### config.mk
export PLATFORM = sky130hd
export DESIGN_NAME = restoring_divider
export DESIGN_NICKNAME = d
export VERILOG_FILES = /design/src/rtl/div_pkg.sv /design/src/rtl/borrow_look_ahead_subtractor.sv /design/src/rtl/restoring_divider.sv
export SDC_FILE = /design/constraint.sdc
export NUM_CORES = 1
export LEC_CHECK = 0
export ABC_AREA = 1
export CORE_ASPECT_RATIO = 0.5
export CORE_MARGIN = 2
export CORE_UTILIZATION = 54
export DETAILED_ROUTE_END_ITERATION = 7
export GPL_ROUTABILITY_DRIVEN = 0
export PLACE_DENSITY = 0.77
export SLEW_MARGIN = 0
export SYNTH_ARGS = -nofsm -noshare
export SYNTH_HDL_FRONTEND = slang
export SYNTH_SLANG_ARGS = --single-unit
export TNS_END_PERCENT = 50
### constraint.sdc
create_clock -name clk_in -period 2.7 [get_ports clk_in]
set_input_delay 0.81 -clock clk_in [delete_from_list [all_inputs] [get_ports clk_in]]
set_output_delay 0.81 -clock clk_in [all_outputs]
set_load 0.02 [all_outputs]
### src/rtl/div_pkg.sv
// -----------------------------------------------------------------------------
// div_pkg
// Shared types and helpers for the iterative restoring divider.
//   div_state_t    : divider FSM state encoding (IDLE, CALC, DONE)
//   DIV_MAX_WIDTH  : widest operand the divider supports
//   div_cnt_width  : bit width needed for a counter that holds 0..max_count
// Optional feature macro used by the divider: DIV_ABORT_EN.
// -----------------------------------------------------------------------------
package div_pkg;

   typedef enum logic [1:0] {
      IDLE = 2'd0,
      CALC = 2'd1,
      DONE = 2'd2
   } div_state_t;

   localparam int DIV_MAX_WIDTH = 8;

   // Width of a down-counter that must be able to hold the value max_count.
   function automatic int div_cnt_width(input int max_count);
      return (max_count < 2) ? 1 : $clog2(max_count + 1);
   endfunction

endpackage

### src/rtl/borrow_look_ahead_subtractor.sv
// -----------------------------------------------------------------------------
// borrow_look_ahead_subtractor
// Combinational subtractor diff = a - b - borrow_in using borrow lookahead.
// Every internal borrow is a flat sum of products of generate/propagate
// terms, so no borrow ripples through a neighbouring bit's borrow.
// Parameters:
//   DATA_WIDTH : operand width, 1 to 9
// Ports:
//   a_in       : minuend
//   b_in       : subtrahend
//   borrow_in  : borrow into bit 0
//   diff_out   : difference
//   borrow_out : borrow out of the MSB (1 means a < b + borrow_in)
// -----------------------------------------------------------------------------
module borrow_look_ahead_subtractor #(
   parameter int DATA_WIDTH = 9
) (
   input  logic [DATA_WIDTH-1:0] a_in,
   input  logic [DATA_WIDTH-1:0] b_in,
   input  logic                  borrow_in,
   output logic [DATA_WIDTH-1:0] diff_out,
   output logic                  borrow_out
);

   // gen: bit produces a borrow on its own (a=0, b=1)
   // prop: bit passes an incoming borrow through (a == b)
   logic [DATA_WIDTH-1:0] gen_s;
   logic [DATA_WIDTH-1:0] prop_s;
   logic [DATA_WIDTH:0]   borrow_s;

   assign gen_s  = ~a_in & b_in;
   assign prop_s = ~(a_in ^ b_in);

   // Borrow out of bit idx: a generate at any bit j<=idx propagated through
   // bits j+1..idx, or borrow_in propagated through bits 0..idx.
   function automatic logic lookahead_borrow(
      input int                    idx,
      input logic [DATA_WIDTH-1:0] g,
      input logic [DATA_WIDTH-1:0] p,
      input logic                  bin
   );
      logic acc;
      logic prod;
      acc = 1'b0;
      for (int j = 0; j <= idx; j++) begin
         prod = g[j];
         for (int k = j + 1; k <= idx; k++) begin
            prod = prod & p[k];
         end
         acc = acc | prod;
      end
      prod = bin;
      for (int k = 0; k <= idx; k++) begin
         prod = prod & p[k];
      end
      return acc | prod;
   endfunction

   assign borrow_s[0] = borrow_in;

   for (genvar i = 0; i < DATA_WIDTH; i++) begin : g_borrow
      assign borrow_s[i+1] = lookahead_borrow(i, gen_s, prop_s, borrow_in);
   end

   assign diff_out   = a_in ^ b_in ^ borrow_s[DATA_WIDTH-1:0];
   assign borrow_out = borrow_s[DATA_WIDTH];

endmodule

### src/rtl/restoring_divider.sv
// -----------------------------------------------------------------------------
// restoring_divider
// Iterative unsigned restoring divider, one quotient bit per clock.
// A divide with a nonzero divisor takes DATA_WIDTH iterations after the
// accept edge; a zero divisor spends one cycle in CALC and then reports
// quotient all-ones, remainder = dividend and div_by_zero_out=1.
// Parameters:
//   DATA_WIDTH      : operand width, 1 to 8
// Ports:
//   clk_in          : clock, rising edge
//   rst_in          : synchronous active-high reset
//   start_in        : request, accepted only while ready_out=1
//   dividend_in     : dividend, sampled on the accept edge
//   divisor_in      : divisor, sampled on the accept edge
//   abort_in        : cancel an operation in CALC (only with DIV_ABORT_EN)
//   ready_out       : high in IDLE
//   valid_out       : one-cycle pulse in DONE, results freshly registered
//   quotient_out    : quotient, held until the next valid_out
//   remainder_out   : remainder, held until the next valid_out
//   div_by_zero_out : divisor was zero, held with the result
// Optional feature macro: DIV_ABORT_EN (adds abort_in).
// -----------------------------------------------------------------------------
module restoring_divider
   import div_pkg::*;
#(
   parameter int DATA_WIDTH = 8
) (
   input  logic                  clk_in,
   input  logic                  rst_in,
   input  logic                  start_in,
   input  logic [DATA_WIDTH-1:0] dividend_in,
   input  logic [DATA_WIDTH-1:0] divisor_in,
`ifdef DIV_ABORT_EN
   input  logic                  abort_in,
`endif
   output logic                  ready_out,
   output logic                  valid_out,
   output logic [DATA_WIDTH-1:0] quotient_out,
   output logic [DATA_WIDTH-1:0] remainder_out,
   output logic                  div_by_zero_out
);

   localparam int RW    = DATA_WIDTH + 1;           // partial remainder width
   localparam int CNT_W = div_cnt_width(DATA_WIDTH);

   div_state_t             state_q,     state_d;
   logic [RW-1:0]          rem_q,       rem_d;
   logic [DATA_WIDTH-1:0]  quo_q,       quo_d;
   logic [DATA_WIDTH-1:0]  dvs_q,       dvs_d;
   logic [CNT_W-1:0]       cnt_q,       cnt_d;
   logic                   dbz_pend_q,  dbz_pend_d;
   logic [DATA_WIDTH-1:0]  quotient_q,  quotient_d;
   logic [DATA_WIDTH-1:0]  remainder_q, remainder_d;
   logic                   dbz_q,       dbz_d;

   logic [RW+DATA_WIDTH-1:0] rq_shift_s;
   logic [RW-1:0]            r_shift_s;
   logic [DATA_WIDTH-1:0]    q_shift_s;
   logic [RW-1:0]            trial_diff_s;
   logic                     trial_borrow_s;
   logic [RW-1:0]            rem_next_s;
   logic [DATA_WIDTH-1:0]    quo_next_s;
   logic                     abort_s;

`ifdef DIV_ABORT_EN
   assign abort_s = abort_in;
`else
   assign abort_s = 1'b0;
`endif

   // {R,Q} move left as one register pair: Q's MSB enters R's LSB.
   assign rq_shift_s = {rem_q, quo_q} << 1;
   assign r_shift_s  = rq_shift_s[RW+DATA_WIDTH-1:DATA_WIDTH];
   assign q_shift_s  = rq_shift_s[DATA_WIDTH-1:0];

   borrow_look_ahead_subtractor #(
      .DATA_WIDTH (RW)
   ) u_trial_sub (
      .a_in       (r_shift_s),
      .b_in       ({1'b0, dvs_q}),
      .borrow_in  (1'b0),
      .diff_out   (trial_diff_s),
      .borrow_out (trial_borrow_s)
   );

   // Restore on borrow: keep the shifted remainder and emit a 0 quotient bit.
   always_comb begin
      rem_next_s    = trial_borrow_s ? r_shift_s : trial_diff_s;
      quo_next_s    = q_shift_s;
      quo_next_s[0] = ~trial_borrow_s;
   end

   // Next-state and datapath control for IDLE/CALC/DONE.
   always_comb begin
      state_d     = state_q;
      rem_d       = rem_q;
      quo_d       = quo_q;
      dvs_d       = dvs_q;
      cnt_d       = cnt_q;
      dbz_pend_d  = dbz_pend_q;
      quotient_d  = quotient_q;
      remainder_d = remainder_q;
      dbz_d       = dbz_q;

      case (state_q)
         IDLE: begin
            if (start_in) begin
               quo_d   = dividend_in;
               rem_d   = '0;
               dvs_d   = divisor_in;
               state_d = CALC;
               // A zero divisor still spends one cycle in CALC so its
               // result appears one edge after the accept edge.
               if (divisor_in == '0) begin
                  dbz_pend_d = 1'b1;
                  cnt_d      = CNT_W'(1);
               end else begin
                  dbz_pend_d = 1'b0;
                  cnt_d      = CNT_W'(DATA_WIDTH);
               end
            end else begin
               state_d = IDLE;
            end
         end

         CALC: begin
            if (abort_s) begin
               state_d = IDLE;
            end else if (dbz_pend_q) begin
               state_d     = DONE;
               quotient_d  = '1;
               remainder_d = quo_q;
               dbz_d       = 1'b1;
            end else begin
               rem_d = rem_next_s;
               quo_d = quo_next_s;
               cnt_d = cnt_q - CNT_W'(1);
               if (cnt_q == CNT_W'(1)) begin
                  state_d     = DONE;
                  quotient_d  = quo_next_s;
                  // R < D after the last step, so the top bit is zero.
                  remainder_d = rem_next_s[DATA_WIDTH-1:0];
                  dbz_d       = 1'b0;
               end else begin
                  state_d = CALC;
               end
            end
         end

         DONE: begin
            state_d = IDLE;
         end

         default: begin
            state_d = IDLE;
         end
      endcase
   end

   // State, working and result registers with synchronous reset.
   always_ff @(posedge clk_in) begin
      if (rst_in) begin
         state_q     <= IDLE;
         rem_q       <= '0;
         quo_q       <= '0;
         dvs_q       <= '0;
         cnt_q       <= '0;
         dbz_pend_q  <= 1'b0;
         quotient_q  <= '0;
         remainder_q <= '0;
         dbz_q       <= 1'b0;
      end else begin
         state_q     <= state_d;
         rem_q       <= rem_d;
         quo_q       <= quo_d;
         dvs_q       <= dvs_d;
         cnt_q       <= cnt_d;
         dbz_pend_q  <= dbz_pend_d;
         quotient_q  <= quotient_d;
         remainder_q <= remainder_d;
         dbz_q       <= dbz_d;
      end
   end

   assign ready_out       = (state_q == IDLE);
   assign valid_out       = (state_q == DONE);
   assign quotient_out    = quotient_q;
   assign remainder_out   = remainder_q;
   assign div_by_zero_out = dbz_q;

endmodule

==> metrics, run 1 <==
post-synth design cell area=about 2500 um^2; crit path max fanout=18; internal power=approximately 1.3 mW; Slew @ Worst Pin=between 0.6 and 0.7 ns; Area Growth Syn to Fin=21.89%; Clock transition at path regs=approximately 0.1 ns; unrepaired setup endpoints after global routing=false; CTS tree=built; ANT cells=0; Core Box Area=approximately 4400 um^2; Ports=38; Clk Latency, worst-skew pair=between 0.3 and 0.4 ns; combinational share of power=0.242; Reg-to-Reg End=remainder_out[3]$_SDFFE_PP0P_; Syn Inst Count=roughly 350; Antenna Nets Post-Route=0; Hold Path Stages=2; gr usage total=0.2604; post-CTS sizing=0; Reg2Reg Depth=16; CP startpoint kind=input pin; Post-synth ARST share=0; Psw=around 0.60 mW; drt first pass iters=4; achievable clock frequency=425.9 MHz; grt total ovfl=0; routed via count=2386; worst r2r src=quo_q[7]$_SDFFE_PP0P_; CP bufs+invs=3; sequential cell area=960.9 um^2; Post-CTS Setup Bufs=0; Yosys top cell area share=0.3821; Main synth FF type=dfxtp_1; I/O Buffers=37; commonest non-fill, non-tap cell in the layout=nand2_1; Synth Register Bits=between 40 and 50; routed wire length=6.092 mm; Final HPWL DP=roughly 4.4 mm; hold path start=quotient_out[7]$_SDFFE_PP0P_; Setup crit end kind=flop; multi-input logic area=about 1300 um^2; Final Hold Violating Endpoints=0; WP data required=about 2.9 ns; Final Max Tran Viols=0; Synth area leaders=dfxtp_1 (38%), nand2_1 (14%), a21oi_2 (5.9%); Final period util=0.8696; WP data arrival=between 2 and 3 ns; syn nets=around 380; Post-CTS Hold Buffers=0; Yosys cell types=33; H-tree Lvls=2; initial antenna violation count=0; clock share of power=0.338; Sinks on Clock Net=between 40 and 50; vias in the first global route=around 2300; fill count=387; global-route wire length before repair=around 11 mm; final setup violation count=0; Starting Density=0.5657; Rel. slew slack=0.5374; DR iter-0 viols=around 120; Final Skew=0.01095 ns; Clk Tree Root Cell=clkbuf_8; total power=about 1.9 mW; CTS buffer count=5; sequential share of the synthesized area=0.3821; Switching Fraction=0.3167; DRC Markers=0; pwr dens=between 600 and 700 nW/um^2; final net count=just over 400; Die Height=approximately 52 um; Core Rows=17; routed vias/inst=5.423; number of warnings issued by yosys=0; Post-synth EDFFs=0; setup tns final=0 ns; largest net degree at the start of global routing=29; Worst path slowest cell=nor2_2; crit path kind=input pin to flop; layout cells sized above 1=0.1044; R2R Setup Slk=between 0.4 and 0.5 ns; Leak Pwr=1.266 nW; Max rail drop VDD=just over 0.0003 V; Cell Chain, Critical Path=clkdlybuf4s50_1, nand2_1, inv_1, nor2_2, inv_2, o21ai_0, a31oi_1; max-cap violations=0; Mapped Avg Cell Area=approximately 7.2 um^2; DIE AREA=5252 um^2; family with the most delay on the worst path=buffers and inverters; cell taking the most area after synthesis=dfxtp_1; crit path time final=roughly 2.3 ns; status=finished clean; Die W=100.5 um; clk buf depth=2; commonest cells after routing, fill and taps aside=nand2_1 (91), dfxtp_1 (48), clkdlybuf4s50_1 (37); HP Class=flop to flop; slowest stage delay, CP=between 0.5 and 0.6 ns; Avg WL per Cell=13.85 um; endpoint of the worst hold path=quotient_out[7]$_SDFFE_PP0P_; Seq pwr share=0.421
-- registers in the layout, summed over array words and instances (netlist names) --
register / flops
div_by_zero_out: 1
dbz_pend_q: 1
quotient_out: 8
remainder_out: 8
dvs_q: 8
state_q: 2
quo_q: 8
rem_q: 8
cnt_q: 4
-- layout make-up --
cell class	count	share of cell area
inverters	41	0.05020
flip-flops and latches	48	0.3135
repair buffers	41	0.1306
clock buffers	5	0.02245
multi-input cells	245	0.4376
clock inverters	3	0.02245
well taps	57	0.02327
-- cell usage after synthesis (2+ instances only) --
cell type  count
nand2_1       91
a31oi_1        7
o211ai_1       2
clkinv_1       3
o21ai_0       26
clkbuf_1       6
nand2_2        3
inv_2          3
dfxtp_1       48
a21oi_1       12
nand4_1        4
o21a_1         7
nor2_2         2
inv_1         35
ha_1          11
nor2_1        19
buf_2          5
a211oi_1       2
nand3b_1       2
nand2_4        2
a21oi_2       17
nand3_1       29
-- power groups by stage --
stage	logic (mW)	registers [mW]	clock network, mW
2_1_floorplan	0.328	0.794	0
3_3_place_gp	0.433	0.806	0
3_5_place_dp	0.447	0.806	0
4_1_cts	0.450	0.791	0.634
5_1_grt	0.517	0.797	0.657
6_report	0.455	0.792	0.636
-- layer usage --
metal,global-route usage,vias to the layer above,share of wire
met1,0.3566,1094,0.48
met2,0.4206,66,0.45
li1,-,1215,-
met4,0.08219,0,0.013
met5,0,-,0
met3,0.05067,11,0.052
-- worst max path at each step --
stage	start	endpoint	slack [ns]	cells past startpoint
floorplan	rem_q[0]$_SDFFE_PP0P_	remainder_out[7]$_SDFFE_PP0P_	0.79	18
global placement	start_in	cnt_q[3]$_SDFFE_PP0P_	0.18	7
detailed placement	start_in	quo_q[2]$_SDFFE_PP0P_	0.07	7
CTS	start_in	quo_q[2]$_SDFFE_PP0P_	0.40	7
global route	start_in	quo_q[2]$_SDFFE_PP0P_	0.17	7
finish	start_in	quo_q[2]$_SDFFE_PP0P_	0.35	7
-- kinds of logic (layout without fill, tap and decap cells) --
family / after synthesis / count (layout) / synth area share
AO/OA/AOI/OAI: 75 / 75 / 0.1920
flip-flops: 48 / 48 / 0.3821
AND/OR/NAND/NOR: 156 / 156 / 0.2716
XOR/XNOR: 2 / 2 / 0.006966
adder cells (fa/ha/maj): 12 / 12 / 0.06269
buffers and inverters: 54 / 90 / 0.08458
-- stage by stage --
step	worst slack (ns)	util	instance area (um^2)	instances	hold WS, ns
detailed placement	0.07311	0.6586	2928	432	0.4538
finish	0.3521	0.6896	3065	440	0.4704
global placement	0.1766	0.6586	2928	432	0.4525
CTS	0.3972	0.6896	3065	440	0.4756
floorplan	0.7920	-	2515	347	0.4571
global route	0.1690	0.6896	3065	440	0.4912
-- tightest hold or removal path, delay by kind of cell (launching register included) --
| kind | cells | cell delay, ns |
|---|---|---|
| flip-flops | 1 | 0.32 |
| AND/OR/NAND/NOR | 1 | 0.06 |
| AO/OA/AOI/OAI | 1 | 0.05 |
Power figures use the tool's default switching activity.
==> run 2: changes to the inputs <==
CTS_CLUSTER_DIAMETER = 150   (was unset)
==> results of run 2 <==
Same layout as run 1: the final DEF is identical, and so are final timing and power.
==> run 3: changes to the inputs <==
HOLD_SLACK_MARGIN = 0.12   (was unset)
TNS_END_PERCENT = 10   (was 50)
==> results of run 3 <==
Same layout as run 1: the final DEF is identical, and so are final timing and power.
